## config.mk

```make
export PLATFORM = sky130hd
export DESIGN_NAME = jk_excitation_driver
export DESIGN_NICKNAME = d
export VERILOG_FILES = /design/src/rtl/jk_excitation_driver.sv
export SDC_FILE = /design/constraint.sdc
export NUM_CORES = 1
export LEC_CHECK = 0
export BUFFER_PORTS_ARGS = -buffer_cell sky130_fd_sc_hd__buf_2
export CAP_MARGIN = 30
export CELL_PAD_IN_SITES_DETAIL_PLACEMENT = 1
export CELL_PAD_IN_SITES_GLOBAL_PLACEMENT = 1
export CORE_AREA = 4 4 48 50
export DETAILED_ROUTE_END_ITERATION = 10
export DIE_AREA = 0 0 52 54
export PLACE_DENSITY = 0.76
export REMOVE_ABC_BUFFERS = 1
export SYNTH_ARGS = -nofsm -noshare
export SYNTH_HDL_FRONTEND = slang
export SYNTH_SLANG_ARGS = --single-unit
```

## constraint.sdc

```tcl
create_clock -name clk -period 2.3 [get_ports clk]
set_clock_uncertainty 0.2 [all_clocks]
set_input_delay 0.23 -clock clk [delete_from_list [all_inputs] [get_ports clk]]
set_output_delay 0.23 -clock clk [all_outputs]
set_load 0.02 [all_outputs]
```

## src/rtl/jk_excitation_driver.sv

```systemverilog
// jk_excitation_driver
//   Drives J/K inputs of an external bank of WIDTH JK flip-flops so that the
//   bank reaches a requested target word. It re-drives up to MAX_RETRY times
//   if the check fails, then raises a sticky error.
//
//   Build option: JK_TOGGLE_DRIVE_EN
//     defined   : every bit that must change is driven j=1,k=1 (toggle)
//     undefined : 0->1 bits get j=1,k=0 and 1->0 bits get j=0,k=1
//
//   Ports
//     clk        in   clock, rising edge
//     rst        in   synchronous active-high reset
//     tgt_valid  in   target word offered
//     tgt_ready  out  block can accept a target (IDLE)
//     tgt_data   in   [WIDTH] requested next bank state
//     q_fb       in   [WIDTH] present Q of the external bank
//     j, k       out  [WIDTH] excitation drive (non-zero only in DRIVE)
//     busy       out  high outside IDLE
//     done       out  one-cycle pulse: bank matched target in CHECK
//     err        out  sticky failure, cleared by reset or next accept
//     retry_cnt  out  [2] re-drive attempts used for the current target
module jk_excitation_driver #(
  parameter int unsigned WIDTH     = 4,
  parameter int unsigned MAX_RETRY = 3
) (
  input  logic             clk,
  input  logic             rst,
  input  logic             tgt_valid,
  output logic             tgt_ready,
  input  logic [WIDTH-1:0] tgt_data,
  input  logic [WIDTH-1:0] q_fb,
  output logic [WIDTH-1:0] j,
  output logic [WIDTH-1:0] k,
  output logic             busy,
  output logic             done,
  output logic             err,
  output logic [1:0]       retry_cnt
);

  if (MAX_RETRY > 3) begin : g_bad_max_retry
    $error("MAX_RETRY must not exceed 3");
  end

  localparam logic [1:0] LP_MAX = 2'(MAX_RETRY);

  typedef enum logic [1:0] {
    S_IDLE,
    S_DRIVE,
    S_CHECK
  } state_t;

  state_t           r_state;
  logic [WIDTH-1:0] r_tgt_q;
  logic [1:0]       r_retry;
  logic             r_err;

  logic             w_match;
  logic [WIDTH-1:0] w_diff;

  assign w_match = (q_fb == r_tgt_q);
  assign w_diff  = r_tgt_q ^ q_fb;

  always_ff @(posedge clk) begin
    if (rst) begin
      r_state <= S_IDLE;
      r_tgt_q <= '0;
      r_retry <= '0;
      r_err   <= 1'b0;
    end else begin
      case (r_state)
        S_IDLE: begin
          if (tgt_valid) begin
            r_tgt_q <= tgt_data;
            r_retry <= '0;
            r_err   <= 1'b0;
            r_state <= S_DRIVE;
          end
        end
        S_DRIVE: begin
          r_state <= S_CHECK;
        end
        S_CHECK: begin
          if (w_match) begin
            r_state <= S_IDLE;
          end else if (r_retry < LP_MAX) begin
            r_retry <= r_retry + 2'd1;
            r_state <= S_DRIVE;
          end else begin
            r_err   <= 1'b1;
            r_state <= S_IDLE;
          end
        end
        default: begin
          r_state <= S_IDLE;
        end
      endcase
    end
  end

  // j/k follow q_fb combinationally so the drive reflects the bank as it is
  // in the DRIVE cycle, including after a partial earlier attempt.
  always_comb begin
    j = '0;
    k = '0;
    if (r_state == S_DRIVE) begin
`ifdef JK_TOGGLE_DRIVE_EN
      j = w_diff;
      k = w_diff;
`else
      j = w_diff & r_tgt_q;
      k = w_diff & q_fb;
`endif
    end
  end

  // done is decoded from the live match so it lands in the CHECK cycle itself.
  assign tgt_ready = (r_state == S_IDLE);
  assign busy      = (r_state != S_IDLE);
  assign done      = (r_state == S_CHECK) && w_match;
  assign err       = r_err;
  assign retry_cnt = r_retry;

endmodule
```

* After elaboration in Yosys (flattened, before gate mapping)
Cells that the tools add are included.
Widths: inputs -> output; s select.
** Word-level totals
- Flip-flop bits (word level) :: 9
- Bits of input ports :: 11
** Cells by class
- Add/subtract/negate cells :: 1
- $lt $le $gt $ge :: 1
- Equality and inequality tests :: 7
- Muxes and demuxes :: 14
- Bitwise gates (word level) :: 3
- Reductions and logical operators :: 7
** Operators by type and width (count)
- $and 4x4->4 :: 2
- $mux 2 :: 4
- $mux 4 :: 2
- $ne 2x2->1 const B :: 4
- $reduce_and 4->1 :: 2
- $pmux 2 s3 :: 1
- $mux 1 :: 5
- $eq 4x4->1 :: 1
- $pmux 2 s2 :: 1
- $reduce_bool 2->1 :: 2
- $xor 4x4->4 :: 1
- $add 2x1->2 const B :: 1
- $eq 2x1->1 const B :: 1
- $eq 2x2->1 const B :: 1
- $logic_not 2->1 :: 1
- $lt 2x2->1 const B :: 1
- $pmux 1 s2 :: 1
- $reduce_and 2->1 :: 1
- $logic_and 1x1->1 :: 1

* Logic depth before layout (Yosys ltp)
- Depth after elaboration :: 4
- Depth in mapped cells :: 5

* Least setup slack after synthesis
Ideal clock, no wire load.
- Path kind :: reg2out
- Start :: reg r_tgt_q[2]
- End :: out done
- Arrival :: 1.280 ns
- Data required time :: 1.870 ns
- Path slack :: 0.590 ns
- Stages on the path, launching flop included :: 4
- Cell sequence :: dfxtp_1 ha_1 nand4_1 nor3b_1
** On the way
- Cells in the longest elaborated chain, start to end :: 2
** RTL lines
- start, declared :: RTL line 53 : logic [WIDTH-1:0] r_tgt_q;
- start signal, assigned :: RTL line 73 : r_tgt_q <= tgt_data;
- $eq 4x4->1 :: RTL line 60 : assign w_match = (q_fb == r_tgt_q);
- $logic_and 1x1->1 :: RTL line 119 : assign done = (r_state == S_CHECK) && w_match;
- end, declared :: RTL line 35 : output logic done,
Every way passes these cells.

* Final worst setup path
Ends and elaborated chain as after synthesis.

==> flow_summary_export.csv <==
group,metric,value,unit
synth,synth_edf_count,0,
critical_path,cpPeakStageDelay,330,ps
critical_path,cp.arrival,1480,ps
detailed_routing,vias,538,
synth,async_flop_share,0,
detailed_routing,wirelength,1400,um
synth,ys_ff_latch,9,
cts,tritoncts,"done",
layout,fillers,252,
critical_path,r2r_setup_slack,580,ps
power_and_ir_drop,pwr-share-seq,0.457,
power_and_ir_drop,power_frac_clock,0.324,
power_and_ir_drop,p_sw,111,uW
power_and_ir_drop,comb_power_share,0.219,
synth,synth_commonest_cells,"dfxtp_1, ha_1, inv_1",
synth,synth_cell_type_count,22,
placed_design,port_buffers,24,
critical_path,timing.rr.start,"retry_cnt[0]",
grt,grt_usage,0.117,
sta,max_freq,0.523,GHz
power_and_ir_drop,intPower,266,uW
detailed_routing,drcViolationCount,0,
detailed_routing,drt_iter0_drc,0,
die,rows,16,
sta,setup_slack,387,ps
sta,slew_viol_final,0,
critical_path,cp.buffers_inverters,1,
layout,nNetsFinal,112,
detailed_routing,top_layer,"met4",
layout,multi_input_area,350,um^2
power_and_ir_drop,netSwitchingFraction,0.294,
die,die-area,0.00281,mm^2
critical_path,cp.depth,4,
grt,grt_pass1_vias,559,
critical_path,r2r_cells,4,
sta,fin_setup_tns,0,ps
synth,synth-simple-area-share,0.277,
min_path,hold_class,"input port to register",
power_and_ir_drop,powerDensity,506,mW/mm^2
critical_path,path_cells,"ha_1 -> nand4_1 -> nor3b_1 -> buf_2",
synth,synth_xor_area_frac,0,
cts,cts_max_level,1,
detailed_routing,met1_length,591,um
layout,area_delta_synth_final,29.9,%
detailed_routing,via_per_inst,4.56,
power_and_ir_drop,ir_drop,0.208,mV
critical_path,crit_slowest_cell,"dfxtp_1",
synth,synthAdderAreaFrac,0.197,
cts,postCtsResizedCells,0,
outcome,status,"complete, no violations",
critical_path,required,1870,ps
sta,hold_viol,0,
cts,worstSkewPairLatency,260,ps
grt,antenna_found_initial,0,
synth,ys_warn_count,0,
critical_path,crit_path_end,"done",
critical_path,r2r_end,"retry_cnt[0]",
grt,grt_max_degree,10,
power_and_ir_drop,totalPowerFinal,377,uW
layout,fin_util,0.391,
cts,clock_sinks,9,
sta,setup_violations,0,
critical_path,crit_start,"r_tgt_q[2]",
synth,synth_area_per_cell,8.82,um^2
detailed_routing,wl_met2,723,um
sta,rsz0062_at_grt,"false",
layout,regArea,180,um^2
critical_path,crit_path_end_kind,"output port",
layout,drive_gt1_frac,0.330,
detailed_routing,drtAntennaViolNets,0,
synth,synthCells,65,
synth,synth.mux.area_fraction,0.0699,
die,io_pins,25,
sta,max_slew.worst_pin.slew,424,ps
synth,synth_area,573,um^2
synth,synth_top_area_share,0.314,
sta,layout_min_cycle_time,1910,ps
die,initial_core_util,0.301,
cts,cts.clk_slew.worst_paths,60,ps
cts,cts.hold.buffers_added,0,
detailed_routing,firstDrtPassIters,1,
detailed_routing,wl_met3,69,um
critical_path,crit_family,"simple AND/OR/NAND/NOR gates",
synth,synth_compound_area_frac,0.0677,
placed_design,dp_hpwl,1140,um
grt,grt-ovfl-total,0,
cts,cts.path.max_buffers,2,
grt,grt_first_pass_wirelength,2410,um
flow_run,drv_cap,0,
cts,numCtsBuffers,3,
power_and_ir_drop,leakage,0.000397,uW
synth,ys.flop_type,"dfxtp_1",
detailed_routing,wl_per_cell,11.9,um
synth,yosysTopAreaCell,"dfxtp_1",
die,die_h,54,um
sta,hold_slack,4.19,ps
placed_design,post-place-ws,607,ps
synth,ys_top_cells_by_area,"dfxtp_1, ha_1, and2_1",
layout,n_antenna_cell,0,
critical_path,critPathKind,"register to output port",
placed_design,globalplace.congestion,0.696,
synth,synth_top_family_by_area,"simple AND/OR/NAND/NOR gates",
sta,fin_crit_sh,0.832,
die,die_w,52,um
synth,seq_area_frac_synth,0.314,
critical_path,crit_fanout,4,
cts,post_cts_buffers,0,
cts,cts-root-buf,"clkbuf_4",
critical_path,critPathLaunchType,"register",
die,core_area,0.00190,mm^2
sta,maxSlewHeadroom,0.717,
-- worst min path at each step --
| stage | startpoint | end | slack (ps) | cells after the start |
|---|---|---|---|---|
| 6_report | tgt_data[2] | r_tgt_q[2] | 4 | 3 |
| 5_1_grt | tgt_data[0] | r_tgt_q[0] | 20 | 3 |
| 4_1_cts | tgt_data[2] | r_tgt_q[2] | 1 | 3 |
| 3_5_place_dp | err | err | 250 | 2 |
| 3_3_place_gp | err | err | 240 | 2 |
| 2_1_floorplan | rst | retry_cnt[0] | 90 | 1 |
-- placed cells by master (no fill, tap or decap), types with 2 or more instances in the layout --
master and count:
a21oi_1 3, and2_1 8, buf_2 24, clkbuf_4 3, dfxtp_1 9, ha_1 9
inv_1 9, mux2i_1 4, nand2_1 2, nor2_1 4, nor2b_1 2, nor3b_1 2
o211ai_1 2
-- cell type report --
type / instances / share of cell area
Multi-Input combinational cell: 45 / 0.471
Sequential cell: 9 / 0.242
Timing Repair Buffer: 24 / 0.161
Inverter: 9 / 0.0454
Tap cell: 27 / 0.0454
Clock buffer: 4 / 0.0353
-- state kept, by name, indices dropped and copies added, names as in the netlist --
signal / flops
err: 1
r_state: 2
retry_cnt: 2
r_tgt_q: 4
-- tightest hold or removal path, delay by kind of cell --
kind	cells	cell delay, ps
buffers and inverters	1	70
muxes	1	50
and+or+nand+nor	1	70
-- metal layers --
metal | global-route usage | up-vias
met5 | 0 | -
met4 | 0.0786 | 0
met3 | 0.0166 | 2
met2 | 0.220 | 14
met1 | 0.119 | 255
li1 | - | 267
-- through the flow --
stage          area, um^2  cells
6_report              744    118
5_1_grt               744    118
4_1_cts               744    118
3_5_place_dp          718    114
3_3_place_gp          718    114
2_1_floorplan         564     63
-- power groups by stage --
stage | Sequential [uW] | Combinational, uW | Clock [uW]
finish | 172 | 82.5 | 122
global route | 174 | 95.0 | 137
global placement | 175 | 80.4 | 0
CTS | 172 | 84.7 | 129
detailed placement | 176 | 83.0 | 0
floorplan | 174 | 51.6 | 0
-- cells by family after synthesis --
logic type | Yosys count
compound gates | 6
fa+ha+maj | 9
buf+inv | 11
flops | 9
mux | 4
simple gates | 26
(Power assumes the default switching activity.)
